## config.mk

```make
export PLATFORM = sky130hd
export DESIGN_NAME = pc_branch_ctrl
export DESIGN_NICKNAME = d
export VERILOG_FILES = /design/src/rtl/pc_pkg.sv /design/src/rtl/br_cond_eval.sv /design/src/rtl/pc_branch_ctrl.sv
export SDC_FILE = /design/constraint.sdc
export NUM_CORES = 1
export LEC_CHECK = 0
export ABC_AREA = 1
export CORE_AREA = 2 2 68 70
export CTS_BUF_LIST = sky130_fd_sc_hd__clkbuf_4
export CTS_CLUSTER_DIAMETER = 100
export DETAILED_ROUTE_END_ITERATION = 8
export DIE_AREA = 0 0 70 72
export PLACE_DENSITY_LB_ADDON = 0.15
export SYNTH_ARGS = -nofsm -noshare
export SYNTH_HDL_FRONTEND = slang
export SYNTH_SLANG_ARGS = --single-unit
```

## constraint.sdc

```tcl
create_clock -name Clk -period 1.6 [get_ports Clk]
set_input_delay 0.48 -clock Clk [delete_from_list [all_inputs] [get_ports Clk]]
set_output_delay 0.48 -clock Clk [all_outputs]
set_load 0.02 [all_outputs]
```

## src/rtl/pc_pkg.sv

```systemverilog
// rtl/pc_pkg.sv - shared constants for the program-counter / branch controller
// Purpose: state encoding and branch condition codes used by pc_branch_ctrl
//          and br_cond_eval. No ports.
package pc_pkg;

    // Controller state encoding
    localparam logic [1:0] ST_RUN   = 2'd0;
    localparam logic [1:0] ST_EVAL  = 2'd1;
    localparam logic [1:0] ST_FLUSH = 2'd2;
    localparam logic [1:0] ST_HALT  = 2'd3;

    // Branch condition codes carried on Br_Cond
    localparam logic [1:0] COND_JMP = 2'b00;
    localparam logic [1:0] COND_JZ  = 2'b01;
    localparam logic [1:0] COND_JNZ = 2'b10;
    localparam logic [1:0] COND_RSV = 2'b11;

endpackage : pc_pkg

```

## src/rtl/br_cond_eval.sv

```systemverilog
// rtl/br_cond_eval.sv - combinational branch condition evaluator
// Purpose: decide whether a branch with condition code cond is taken given
//          the equality flag z; flag the reserved code as an error.
// Ports:
//   cond  in  2  branch condition code (JMP/JZ/JNZ/RSV)
//   z     in  1  equality flag (1 = operands equal)
//   taken out 1  branch is taken
//   err   out 1  reserved condition code seen (never taken)
module br_cond_eval
    import pc_pkg::*;
(
    input  logic [1:0] cond,
    input  logic       z,
    output logic       taken,
    output logic       err
);

    always_comb begin
        taken = 1'b0;
        err   = 1'b0;
        unique case (cond)
            COND_JMP: taken = 1'b1;
            COND_JZ:  taken = z;
            COND_JNZ: taken = ~z;
            COND_RSV: err   = 1'b1;
            default:  err   = 1'b1;
        endcase
    end

endmodule : br_cond_eval

```

## src/rtl/pc_branch_ctrl.sv

```systemverilog
// rtl/pc_branch_ctrl.sv - program counter and conditional branch controller
// Purpose: advances Pc on fetch handshakes, evaluates JMP/JZ/JNZ one cycle
//          after the decoder request, redirects Pc and inserts one fetch
//          bubble on a taken branch; supports halt/resume and direct load.
// Ports:
//   Clk, Rst_n          clock (rising edge), async active-low reset
//   z                   comparator equality flag, sampled only in EVAL
//   Pc_Ready            fetch side accepts current Pc
//   Br_Req/Br_Cond/Br_Target  single-cycle branch request from decoder
//   Load/Load_Val       synchronous Pc load, highest priority
//   Halt_Req/Resume     enter / leave HALT
//   Pc, Pc_Valid        current fetch address and its qualifier
//   Z_Flag              z as captured at branch evaluation
//   Taken, Cond_Err     one-cycle pulses after the evaluation edge
//   Busy                controller is not in RUN
module pc_branch_ctrl
    import pc_pkg::*;
#(
    parameter int              WIDTH    = 8,
    parameter logic [WIDTH-1:0] RESET_PC = '0
) (
    input  logic             Clk,
    input  logic             Rst_n,
    input  logic             z,
    input  logic             Pc_Ready,
    input  logic             Br_Req,
    input  logic [1:0]       Br_Cond,
    input  logic [WIDTH-1:0] Br_Target,
    input  logic             Load,
    input  logic [WIDTH-1:0] Load_Val,
    input  logic             Halt_Req,
    input  logic             Resume,
    output logic [WIDTH-1:0] Pc,
    output logic             Pc_Valid,
    output logic             Z_Flag,
    output logic             Taken,
    output logic             Cond_Err,
    output logic             Busy
);

    logic [1:0]       state_q,    state_d;
    logic [WIDTH-1:0] pc_q,       pc_d;
    logic [1:0]       cond_q,     cond_d;
    logic [WIDTH-1:0] target_q,   target_d;
    logic             z_flag_q,   z_flag_d;
    logic             taken_q,    taken_d;
    logic             cond_err_q, cond_err_d;

    logic             eval_taken;
    logic             eval_err;
    logic [WIDTH-1:0] pc_inc;

    // Evaluation uses the latched condition so the decoder may move on
    // while the comparator settles.
    br_cond_eval u_br_cond_eval (
        .cond  (cond_q),
        .z     (z),
        .taken (eval_taken),
        .err   (eval_err)
    );

    // Natural wrap modulo 2^WIDTH
    assign pc_inc = pc_q + WIDTH'(1);

    always_comb begin
        state_d    = state_q;
        pc_d       = pc_q;
        cond_d     = cond_q;
        target_d   = target_q;
        z_flag_d   = z_flag_q;
        taken_d    = 1'b0;
        cond_err_d = 1'b0;

        if (Load) begin
            // Load overrides everything and drops any pending branch;
            // the pulses stay low and Z_Flag keeps its last value.
            pc_d     = Load_Val;
            state_d  = ST_RUN;
            cond_d   = '0;
            target_d = '0;
        end else begin
            unique case (state_q)
                ST_RUN: begin
                    if (Halt_Req) begin
                        state_d = ST_HALT;
                    end else if (Br_Req) begin
                        // Branch wins over a concurrent fetch handshake:
                        // Pc is held until the branch resolves.
                        cond_d   = Br_Cond;
                        target_d = Br_Target;
                        state_d  = ST_EVAL;
                    end else if (Pc_Ready) begin
                        pc_d = pc_inc;
                    end
                end
                ST_EVAL: begin
                    z_flag_d   = z;
                    cond_err_d = eval_err;
                    if (eval_taken) begin
                        pc_d    = target_q;
                        taken_d = 1'b1;
                        state_d = ST_FLUSH;
                    end else begin
                        pc_d    = pc_inc;
                        state_d = ST_RUN;
                    end
                end
                ST_FLUSH: begin
                    // Single bubble; a Halt_Req here is picked up in RUN.
                    state_d = ST_RUN;
                end
                ST_HALT: begin
                    if (Resume) begin
                        state_d = ST_RUN;
                    end
                end
                default: begin
                    state_d = ST_RUN;
                end
            endcase
        end
    end

    always_ff @(posedge Clk or negedge Rst_n) begin
        if (!Rst_n) begin
            state_q    <= ST_RUN;
            pc_q       <= RESET_PC;
            cond_q     <= '0;
            target_q   <= '0;
            z_flag_q   <= 1'b0;
            taken_q    <= 1'b0;
            cond_err_q <= 1'b0;
        end else begin
            state_q    <= state_d;
            pc_q       <= pc_d;
            cond_q     <= cond_d;
            target_q   <= target_d;
            z_flag_q   <= z_flag_d;
            taken_q    <= taken_d;
            cond_err_q <= cond_err_d;
        end
    end

    assign Pc       = pc_q;
    assign Pc_Valid = (state_q == ST_RUN);
    assign Busy     = (state_q != ST_RUN);
    assign Z_Flag   = z_flag_q;
    assign Taken    = taken_q;
    assign Cond_Err = cond_err_q;

endmodule : pc_branch_ctrl

```

# After elaboration in Yosys (flattened, before gate mapping)
# Cells that the tools add are included.
totals:
  register_bits: 23
  inputBits: 26
  out_inout_bits: 13
  elab_cells: 59
classes:
  add_sub_neg: 1
  n_eq_ne: 12
  mux: 27
  n_bitwise: 2
  n_reduce_logical: 10
op_table:
  columns: ["cell", "count"]
  rows:
  - ["$mux W8", 9]
  - ["$mux W2", 9]
  - ["$pmux W8 S2", 1]
  - ["$ne A3 B3 Y1 const B", 4]
  - ["$add A8 B1 Y8 const B", 1]
  - ["$eq A2 B2 Y1 const B", 4]
  - ["$pmux W2 S4", 1]
  - ["$mux W1", 6]
  - ["$reduce_bool A2 Y1", 3]
  - ["$eq A2 B1 Y1 const B", 2]
  - ["$logic_not A2 Y1", 2]
  - ["$ne A4 B4 Y1 const B", 1]
  - ["$reduce_and A2 Y1", 2]
  - ["$reduce_and A4 Y1", 1]
  - ["$pmux W1 S3", 1]
  - ["$reduce_and A3 Y1", 1]
  - ["$reduce_bool A3 Y1", 1]
  - ["$ne A2 B2 Y1 const B", 1]
  - ["$not A1 Y1", 2]

# Logic depth before layout (Yosys ltp)
depth:
  depth_word: 6
  mapped_depth: 8
  ltp_nobuf: 8

# Modules after synthesis
# Synthesis repeated with hierarchy kept, for this count alone.
hier_totals:
  hier_cells: 189
  hier_area_um2: 1355.0
by_module_without_submodules:
  columns: ["module", "n_inst", "cells_each", "area_each_um2", "seq_area_each_um2"]
  rows:
  - ["pc_branch_ctrl", 1, 181, 1325.0, 575.6]
  - ["br_cond_eval", 1, 8, 30.0, 0.0]

# Least setup slack after synthesis
# Ideal clock, no wire load.
synth_timing:
  path_kind: "flip-flop to flip-flop"
  startpoint: "register pc_q[0] (netlist: Pc[0])"
  endpoint: "register pc_q[4] (netlist: Pc[4])"
  setup_time_ns: 0.117
  t_arrival_ns: 1.225
  required_ns: 1.483
  setup_slack_ns: 0.258
  stages_incl_launch_ff: 9
  n_path_buf: 0
  period_less_slack_ns: 1.342
  cell_sequence: "dfrtp_1 > ha_1 > nand3_1 > nand2_1 > inv_1 > o21ai_0 > nand2_1 > nand2_1 > nand2_1"
synth_between:
  elab_chain_len: 6
  elab_cells_between_ends: 7
synth_lines:
  columns: ["element", "line", "text"]
  rows:
  - ["from (decl)", "pc_branch_ctrl.sv:42", "logic [WIDTH-1:0] pc_q, pc_d;"]
  - ["from (signal assigned)", "pc_branch_ctrl.sv:135", "pc_q <= pc_d;"]
  - ["$add A8 B1 Y8 *", "pc_branch_ctrl.sv:63", "assign pc_inc = pc_q + WIDTH'(1);"]
  - ["$mux W8", "pc_branch_ctrl.sv:92", "end else if (Pc_Ready) begin"]
  - ["$mux W8", "pc_branch_ctrl.sv:86", "end else if (Br_Req) begin"]
  - ["$mux W8", "pc_branch_ctrl.sv:84", "if (Halt_Req) begin"]
  - ["$pmux W8 S2 *", "pc_branch_ctrl.sv:82", "unique case (state_q)"]
  - ["$mux W8 *", "pc_branch_ctrl.sv:74", "if (Load) begin"]
# Every way passes the cells marked *; elsewhere a longest branch is shown, timed or not. The select of a mux whose other input is x is not followed.
# A chain may end at the register's enable or synchronous reset.

# Final worst setup path
layout_timing:
  startpoint: "register pc_q[7] (netlist: Pc[7])"
  endpoint: "output Pc[7]"
layout_rtl:
  columns: ["element", "line", "text"]
  rows:
  - ["to (decl)", "pc_branch_ctrl.sv:33", "output logic [WIDTH-1:0] Pc,"]
# No word-level cell between the ends.

==> results.cfg <==
[logic_synthesis]
ys_seq_area_share_pct = 39.2
synth-adder-area-share_pct = 0.853
synth_xor_area_share_pct = 1.19
ys_warn_count = 0
ys_ff_latch = 23
synth_area_per_cell_um2 = 7.93
dominantRegCellSynth = dfrtp_1
muxShareOfSynthArea_pct = 0
yosysMostFrequentCell = nand2_1
synth_cell_type_count = 29
synth_edf_count = 0
syn_area_um2 = 1470
postSynthCellCount = 185
synth_compound_area_share_pct = 13.4
synth_area_leader_cell = dfrtp_1
yosys-top-cells-area = dfrtp_1 (39%), nand2_1 (12%), nor2_1 (5.6%)
async_flop_share_pct = 100
synth-simple-area-share_pct = 35.2
yosys.area.top_type_share_pct = 39.2
synth_top_family_by_area = simple AND/OR/NAND/NOR gates
synth_nets = 212
yosys-top-cells-count = nand2_1 (47), dfrtp_1 (23), nor2_1 (22), inv_1 (21), nor2_2 (12)

[placed_design]
io_buffer_count = 38
dp_hpwl_um = 2440
dp_slack_ns = -0.212
finalWeightedCongestion = 0.824
post_dp_cell_area_um2 = 2010

[worst_setup_path]
end_kind = output pin
cp_slowest_cell = dfrtp_1
path_cells = clkdlybuf4s15_1
rr_worst_depth = 7
crit_type = flop to output pin
cp.required_ns = 1.12
critical-path-top-delay-family = flip-flops
cp_num_buf_inv = 1
r2r_setup_slack_ns = 0.23
path_max_fanout = 4
max_stage_delay_ns = 0.43
start_kind = flop
arrival_ns = 1.07
startpoint = Pc[7]
rr_endpoint = Pc[7]
worstReg2RegStart = state_q[1]

[sta]
slew_headroom_pct = 79.4
grt_setup_unrepaired = no
timing.hold.ws_ns = 0.500
setup_ws_ns = 0.0543
timing.fmax_ghz = 0.647
fin_crit_ns = 1.55
period_share_pct = 96.6
fin_skew_ns = 0.00864
tightest_slew_ns = 0.309
drv_slew = 0
setup_violations = 0
hold_viol = 0

[final_layout]
fillers = 444
area_growth_pct = 37.7
nets = 266
n_antenna_cell = 0
final_util_pct = 47.4
multiInputGateArea_um2 = 742
register_area_um2 = 576
finalInstanceArea_um2 = 2020
drive_gt1_share_pct = 26.1

[routing]
drc = 0
dr.pass1.iters = 4
ant_nets = 0
vias = 1302
vias_per_cell = 4.49
drt_wl_total_um = 3210
drt_iter0_drc = 46
wire_per_inst_um = 11.1

[power_and_ir_drop]
p_sw_uw = 950
ir_drop_uv = 334
total_power_uw = 2340
p_comb_share_pct = 53.2
pwr-share-seq_pct = 34.0
p_leak_uw = 0.00100
p_int_uw = 1390
switching_share_pct = 40.7
pwr_density_cell_nw_per_um2 = 1160
clkPwrFrac_pct = 12.8

[clock_network]
clk_pin_slew_worst_paths_ns = 0.13
clk_latency_ns = 0.32
clock-sinks = 23
cts_tree = built
cts_made_buffers = 3
cts_buffer_depth = 2
htree_levels = 1
cts_hold_buf = 0
cts_root_buffer = clkbuf_4

[floorplan]
start_util_pct = 34.4
fp.dieH_um = 72
ioPinCount = 39
dieArea_um2 = 5040
row_count = 24
core-area_um2 = 4260
fp.dieW_um = 70

[global_route]
grtUsageMet3_pct = 2.50
grt_max_degree = 24
grt_pass1_wl_um = 5620
overflow = 0
antenna_found_initial = 0
track_usage_pct = 14.0
grt_pass1_vias = 1277
globalRouteMet1Util_pct = 17.9
use_met2_pct = 23.6
top_usage_layer = met2

[flow_run]
maxCapViolCount = 0

[outcome]
status = finished, final reports clean

[hold_path]
worst_hold_path_type = primary input to asynchronous set/reset pin
==> worst max path at each step <==
stage | slack [ns] | depth (start not counted) | to
2_1_floorplan | 0.26 | 8 | Pc[4]
3_5_place_dp | -0.21 | 7 | Pc[7]
6_report | 0.05 | 1 | Pc[7]
4_1_cts | 0.02 | 1 | Pc[7]
5_1_grt | 0.004 | 3 | Busy
3_3_place_gp | -0.18 | 8 | Pc[4]
==> cell type report <==
class | count | share of cell area [%]
sequential | 23 | 28.5
multi-input combinational | 133 | 36.7
inverter | 22 | 4.09
clock buffer | 4 | 1.49
timing repair buffer | 56 | 26.0
tap | 52 | 3.22
==> placed cells by master, fill, tap and decap left out, types with 8 or more instances in the layout <==
| cell type | instances |
|---|---|
| dlygate4sd2_1 | 10 |
| dfrtp_1 | 23 |
| a21oi_2 | 9 |
| clkdlybuf4s50_1 | 25 |
| nand2_1 | 47 |
| nand3_1 | 8 |
| inv_1 | 21 |
| nor2_1 | 22 |
| buf_4 | 16 |
| nor2_2 | 12 |
==> kinds of logic (layout without fill, tap and decap cells) <==
family / Yosys count / count (layout)
and+or+nand+nor: 102 / 102
adders and majority gates: 1 / 1
AOI/OAI and AO/OA: 28 / 28
buffers and inverters: 29 / 82
DFF: 23 / 23
xor gates and xnor gates: 2 / 2
==> layer usage <==
| metal | routed length [um] | up-vias |
|---|---|---|
| li1 | - | 687 |
| met1 | 1580 | 578 |
| met2 | 1440 | 33 |
| met3 | 148 | 4 |
| met4 | 41 | 0 |
| met5 | 0 | - |
==> registers in the layout, summed over array words and instances, names as in the netlist <==
register and flops:
Cond_Err 1, Pc 8, Taken 1, Z_Flag 1
cond_q 2, state_q 2, target_q 8
==> per-stage QoR <==
step	setup TNS, ns	cells
final	0	290
after floorplan	0	185
after detailed placement	-2.12	286
after global routing	0	290
after CTS	0	290
after global placement	-1.88	286
==> power groups by stage <==
stage	Clock, uW	Sequential, uW	Combinational [uW]
2_1_floorplan	0	970	613
3_3_place_gp	0	808	1320
3_5_place_dp	0	811	1320
4_1_cts	314	797	1250
5_1_grt	332	817	1380
6_report	298	795	1240
==> what timing repair did <==
item                       4_1_cts  5_1_grt
setup buffers                    0        0
pin swaps                        0        1
setup endpoints to repair       13        2
gates resized for setup         19        3
Power figures use the tool's default switching activity.
